==> config.mk <==
export PLATFORM = sky130hd
export DESIGN_NAME = apb_mem_slave
export DESIGN_NICKNAME = d
export VERILOG_FILES = /design/src/rtl/apb_mem_slave.sv
export SDC_FILE = /design/constraint.sdc
export NUM_CORES = 1
export LEC_CHECK = 0
export ABC_CLOCK_PERIOD_IN_PS = 4000
export BUFFER_PORTS_ARGS = -buffer_cell sky130_fd_sc_hd__clkbuf_2
export CAP_MARGIN = 10
export CORE_ASPECT_RATIO = 0.75
export CORE_MARGIN = 5
export CORE_UTILIZATION = 42
export CTS_BUF_LIST = sky130_fd_sc_hd__clkbuf_16
export DETAILED_ROUTE_END_ITERATION = 7
export PLACE_DENSITY_LB_ADDON = 0.08
export SLEW_MARGIN = 20
export SYNTH_ARGS = -nofsm -noshare
export SYNTH_HDL_FRONTEND = slang
export SYNTH_SLANG_ARGS = --single-unit
==> constraint.sdc <==
create_clock -name PCLK -period 4 [get_ports PCLK]
set_clock_uncertainty 0.15 [all_clocks]
set_input_delay 0.8 -clock PCLK [delete_from_list [all_inputs] [get_ports PCLK]]
set_output_delay 0.8 -clock PCLK [all_outputs]
set_load 0.01 [all_outputs]
==> src/rtl/apb_mem_slave.sv <==
// APB completer with a word-addressed memory, programmable wait states and PSLVERR on range/alignment faults.
// Define APB_PSTRB_EN to add the PSTRB port and per-byte-lane writes.
module apb_mem_slave #(
   parameter int          P_DWIDTH    = 32,
   parameter int          P_STRB      = P_DWIDTH / 8,
   parameter int          P_DEPTH     = 16,
   parameter logic [31:0] P_ADDR_BASE = 32'h0,
   parameter int          P_WAIT      = 0
) (
   input  logic                PCLK,
   input  logic                PRESET,
   input  logic                PSEL,
   input  logic [31:0]         PADDR,
   input  logic                PENABLE,
   input  logic                PWRITE,
   input  logic [P_DWIDTH-1:0] PWDATA,
`ifdef APB_PSTRB_EN
   input  logic [P_STRB-1:0]   PSTRB,
`endif
   output logic [P_DWIDTH-1:0] PRDATA,
   output logic                PREADY,
   output logic                PSLVERR
);

   localparam int          IDX_W     = (P_DEPTH > 1) ? $clog2(P_DEPTH) : 1;
   localparam logic [31:0] LIMIT     = 32'(P_DEPTH * P_STRB);
   localparam logic [31:0] STRB32    = 32'(P_STRB);
   localparam logic [7:0]  WAIT_INIT = 8'(P_WAIT);

   localparam logic [1:0] S_IDLE   = 2'd0;
   localparam logic [1:0] S_WAIT   = 2'd1;
   localparam logic [1:0] S_ACCESS = 2'd2;

   logic [1:0]          state_q, state_d;
   logic [7:0]          cnt_q, cnt_d;
   logic [IDX_W-1:0]    idx_q, idx_d;
   logic                err_q, err_d;
   logic                write_q, write_d;
   logic [P_DWIDTH-1:0] prdata_q, prdata_d;
   logic                pready_q, pready_d;
   logic                pslverr_q, pslverr_d;

   logic [P_DWIDTH-1:0] mem_q [P_DEPTH];

   logic [31:0]         off;
   logic                dec_err;
   logic [IDX_W-1:0]    dec_idx;
   logic                mem_we;
   logic [P_DWIDTH-1:0] wr_word;

   // Offset is unsigned, so addresses below the base wrap high and fail the range test.
   always_comb begin
      off     = PADDR - P_ADDR_BASE;
      dec_err = (off >= LIMIT) || ((off % STRB32) != 32'd0);
      dec_idx = IDX_W'(off / STRB32);
   end

   always_comb begin
      state_d   = state_q;
      cnt_d     = cnt_q;
      idx_d     = idx_q;
      err_d     = err_q;
      write_d   = write_q;
      prdata_d  = prdata_q;
      pready_d  = pready_q;
      pslverr_d = pslverr_q;
      mem_we    = 1'b0;
      case (state_q)
         S_IDLE: begin
            if (PSEL && !PENABLE) begin
               idx_d    = dec_idx;
               err_d    = dec_err;
               write_d  = PWRITE;
               prdata_d = (!PWRITE && !dec_err) ? mem_q[dec_idx] : '0;
               if (P_WAIT == 0) begin
                  state_d   = S_ACCESS;
                  pready_d  = 1'b1;
                  pslverr_d = dec_err;
               end else begin
                  state_d   = S_WAIT;
                  cnt_d     = WAIT_INIT;
                  pready_d  = 1'b0;
                  pslverr_d = 1'b0;
               end
            end
         end
         S_WAIT: begin
            if (!PSEL) begin
               state_d   = S_IDLE;
               cnt_d     = 8'd0;
               pready_d  = 1'b0;
               pslverr_d = 1'b0;
            end else if (cnt_q <= 8'd1) begin
               state_d   = S_ACCESS;
               cnt_d     = 8'd0;
               pready_d  = 1'b1;
               pslverr_d = err_q;
            end else begin
               cnt_d = cnt_q - 8'd1;
            end
         end
         S_ACCESS: begin
            mem_we    = write_q && !err_q;
            state_d   = S_IDLE;
            pready_d  = 1'b0;
            pslverr_d = 1'b0;
         end
         default: begin
            state_d   = S_IDLE;
            cnt_d     = 8'd0;
            pready_d  = 1'b0;
            pslverr_d = 1'b0;
         end
      endcase
   end

   // Write data is taken from the access cycle; with strobes, unselected lanes keep the stored byte.
   always_comb begin
      wr_word = PWDATA;
`ifdef APB_PSTRB_EN
      wr_word = mem_q[idx_q];
      for (int b = 0; b < P_STRB; b++) begin
         if (PSTRB[b]) begin
            wr_word[8*b +: 8] = PWDATA[8*b +: 8];
         end
      end
`endif
   end

   always_ff @(posedge PCLK) begin
      if (PRESET) begin
         state_q   <= S_IDLE;
         cnt_q     <= 8'd0;
         idx_q     <= '0;
         err_q     <= 1'b0;
         write_q   <= 1'b0;
         prdata_q  <= '0;
         pready_q  <= 1'b0;
         pslverr_q <= 1'b0;
      end else begin
         state_q   <= state_d;
         cnt_q     <= cnt_d;
         idx_q     <= idx_d;
         err_q     <= err_d;
         write_q   <= write_d;
         prdata_q  <= prdata_d;
         pready_q  <= pready_d;
         pslverr_q <= pslverr_d;
      end
   end

   // Memory is not cleared by reset, but a reset edge blocks the pending write.
   always_ff @(posedge PCLK) begin
      if (!PRESET && mem_we) begin
         mem_q[idx_q] <= wr_word;
      end
   end

   assign PRDATA  = prdata_q;
   assign PREADY  = pready_q;
   assign PSLVERR = pslverr_q;

endmodule
==> Word-level counts from Yosys, hierarchy flattened <==
Memories as Yosys holds them, arrays and structs flattened.
Index checks and enable logic that the tools add are counted.
{ "word_totals": {"memories": 1, "mem_bits_rw": 512, "input_bits": 69, "regBits": 50, "out_inout_bits": 34, "elab_cells": 50} }
{ "memory_table": {"columns": ["name", "depth", "word_bits", "rd", "rd_ports_with_merged_regs", "write_ports", "line_no", "text"], "rows": [
  ["mem_q", 16, 32, 1, 0, 1, "43", "logic [P_DWIDTH-1:0] mem_q [P_DEPTH];"]
]} }
{ "op_classes": {"mux": 19, "n_reduce_logical": 15, "magnitude_cmp": 2, "eq_ne": 4, "addsub": 1} }
{ "op_table": {"columns": ["op", "n"], "rows": [
  ["$ge 32x7->1 const B", 1],
  ["$mux 32", 1],
  ["$reduce_bool 32->1", 1],
  ["$mux 8", 2],
  ["$pmux 8 s2", 1],
  ["$mux 1", 9],
  ["$le 8x1->1 const B", 1],
  ["$sub 8x1->8 const B", 1],
  ["$mux 2", 3],
  ["$logic_not 1->1", 5],
  ["$logic_and 1x1->1", 4],
  ["$pmux 1 s2", 2],
  ["$pmux 2 s2", 1],
  ["$reduce_and 2->1", 2],
  ["$ne 3x3->1 const B", 1],
  ["$eq 2x1->1 const B", 1],
  ["$eq 2x2->1 const B", 1],
  ["$logic_not 2->1", 1],
  ["$ne 2x2->1 const B", 1],
  ["$reduce_or 2->1", 1],
  ["$logic_or 1x1->1", 1]
]} }

==> Depth between registers and ports, before layout <==
{ "logic_depth": {"ltp_word": 6, "ltp_mapped": 7, "depth_no_buf": 4} }

==> Worst setup path after synthesis <==
Ideal clock, no wire load.
{ "synth_timing": {"path_type": "input port to flip-flop", "start": "input port PRESET", "end": "memory mem_q[0][0], enable pin", "path_buffers": 2, "setup_slack_ns": -0.381, "path_stages": 5, "setup_time_ns": 0.461, "arrival_time_ns": 3.770, "required_time_ns": 3.389, "path_cell_list": "buf_6 clkbuf_1 nor4_1 nand2b_1 nor3_1"} }
{ "synth_via": {"elab_chain_len": 4} }
{ "synth_lines": {"columns": ["element", "line_no", "text"], "rows": [
  ["from (decl)", "11", "input logic PRESET,"],
  ["$logic_not 1->1", "154", "if (!PRESET && mem_we) begin"],
  ["$logic_and 1x1->1", "154", null],
  ["$mux 1", "154", null],
  ["$mux 1 (not written as such)", "155", "mem_q[idx_q] <= wr_word;"],
  ["to (decl)", "43", null]
]} }
Every way passes these cells.

==> metrics.txt <==
setup total negative slack=0 ns; Pins Over Slew Limit=0; Yosys top cell area share=a little under three quarters; Remaining DRCs=0; EDFF count, synth=around 510; height of the chip=between 200 and 250 um; Area contributors post-synth=edfxtp_1 (71%), mux2i_1 (12%), dfxtp_1 (3.7%), nor2_1 (2.4%), a221oi_2 (2.0%); Post-Synth XOR/XNOR Area=0%; register share of total power=roughly 54%; sequential share of the synthesized area=around three quarters; P_sw=roughly 2.5 mW; WL/cell=about 25 um; Via-to-Cell Ratio=~5.5; fin util=48.80%; row count=about 70; vias in the first global route=approximately 12000; DRT antenna net count=0; predominant post-synthesis flop cell=edfxtp_1; synth cell count leaders=edfxtp_1 (512), mux2i_1 (251), nor2_1 (140), o22ai_1 (63), clkbuf_1 (51); HPWL Detailed=30240 um; total CTS buffers=54; total setup buffers inserted after CTS=0; largest net degree at the start of global routing=between 80 and 90; total number of vias=~12000; I/O Pins=103; minimum clock period=around 2.6 ns; outcome=finished, final reports clean; CORE AREA=just over 50000 um2; clk_lat worst skew=between 0.5 and 0.6 ns; diodes inserted=0; Iter 0 DRT Violations=a little under 900; Post-Synth Adder-Cell Area=0%; initial antenna violation count=1; Startpoint Class=flip-flop; area growth from synthesis to layout=15.45%; RSZ-0062 raised after global routing=no; leading area contributor after synthesis=edfxtp_1; Slew @ Worst Pin=0.8548 ns; Worst EP arrival=just under 3 ns; main combinational cell family by area after synthesis=multiplexers; Post-Synthesis Cells=1339; H-Tree Depth=2; Final #Nets=1533; TritonCTS Sinks=~550; grt ovf=0; Simple-Gate Fraction of Synth Area=6.946%; syn nets=1408; Seq cells post-synth=about 550; critical path endpoint category=flip-flop; mux contribution to synthesized area=11.78%; final WL=55280 um; Clk pin slew, worst setup/hold paths=0.06 ns; Comb pwr share=under 10%; Net Sw Frac=21.09%; Yosys warnings=0; max_cap viols=0; final setup margin=1.372 ns; syn avg cell area=about 16 um2; Post-synth ARST share=0%; Die X=roughly 270 um; Pint=roughly 9.2 mW; share of layout cells above drive strength 1=a little under a fifth; GPL Wtd Cong=approximately 0.76; Max Freq=about 380 MHz; WP data required=~4.4 ns; Worst VDD drop=roughly 0.00032 V; hold-fix buffers at CTS=0; Leak=approximately 8.7 nW; DIE AREA=56370 um2; maximum clock insertion buffer count=3; hold crit path type=input port to flip-flop; GRT Total Usage=19.59%; period utilization=between 60% and 70%; final hold vios=0; cts repair resizes=0; Netlist Area Pre-Place=about 22000 um2; drt first pass iters=5; PwrDens=between 400 and 500 nW/um2; number of distinct library cells after synthesis=35; Fillers=roughly 4400; IO Port Bufs=between 100 and 150; Initial Utilization=a little over two fifths; WS Path Type=flip-flop to flip-flop; most numerous cell in the Yosys netlist=edfxtp_1; crit path max fanout=32; Slew HR=a little over two fifths; CTS tree=built; Root Buffer=clkbuf_16; dpl ws=approximately 0.85 ns; Compound-Gate Fraction of Synth Area=approximately 5.0%; final setup violation count=0; Clk pwr share=between 40% and 50%; first-pass GRT wire length=81140 um
## cells by family after synthesis
kind of cell	after synthesis
mux	254
flops	552
buf+inv	83
simple gates	314
compound gates	136
## critical path, cell delays in order (launching register included)
cell and delay, ns:
dfxtp_1 0.35, or3b_1 0.53, nor2_4 0.13, or4b_2 0.58
buf_4 0.40, a221oi_2 0.37
## power groups by stage
stage / Sequential, mW / Clock (mW) / Combinational, mW
finish: 6.31 / 4.83 / 0.540
global route: 6.31 / 5.17 / 0.585
CTS: 6.31 / 4.95 / 0.545
detailed placement: 6.43 / 0 / 0.545
global placement: 6.43 / 0 / 0.538
floorplan: 6.43 / 0 / 0.306
## per-layer routing
| metal | up-vias | GRT usage [%] | part of all wire [%] | wire, um |
|---|---|---|---|---|
| li1 | 5498 | - | - | - |
| met1 | 6113 | 29.09 | 48 | 26600 |
| met2 | 265 | 31.02 | 45 | 25150 |
| met3 | 80 | 2.877 | 4.5 | 2510 |
| met4 | 2 | 4.525 | 1.8 | 1006 |
| met5 | - | 0 | 0.020 | 11 |
## state kept, by name, summed over array words and instances (netlist names)
register and cells:
PSLVERR 1, idx_q 4, mem_q 512, PREADY 1
err_q 1, write_q 1, PRDATA 32
## stage by stage
stage	cell area (um2)	hold slack [ns]	total power, mW	instances
2_1_floorplan	21720	0.2864	6.739	1339
3_3_place_gp	23380	0.2951	6.972	2074
3_5_place_dp	23380	0.3027	6.979	2074
4_1_cts	25060	0.2756	11.80	2174
5_1_grt	25060	0.3123	12.07	2174
6_report	25060	0.3076	11.68	2174
## cells in the final DEF, fill, tap and decap left out, drive strengths merged, types with 4 or more instances in the layout
master and n:
a21oi 5, a221oi 31, buf 53, bufinv 4
clkbuf 154, clkinv 27, dfxtp 40, edfxtp 512
inv 13, mux2i 251, nand2 46, nand2b 7
nor2 141, nor3 37, nor3b 32, nor4 39
o21ai 31, o22ai 63
## path summary, 6_finish.rpt
path,from,endpoint,slack [ns],depth (start not counted)
worst max-delay path,PREADY,PRDATA[22],1.37,5
worst min-delay path,PWRITE,write_q,0.31,3
worst max register to register,PREADY,PRDATA[22],1.37,5
worst min register to register,write_q,write_q,0.31,2
## layout make-up
cell class	count	area, um2	share of cell area, %
Sequential cell	552	16180	64.55
Multi-Input combinational cell	704	5303	21.16
Clock buffer	55	1376	5.493
Timing Repair Buffer	152	1074	4.284
Tap cell	666	833.3	3.326
Clock inverter	45	296.5	1.183
(Power assumes the default switching activity.)
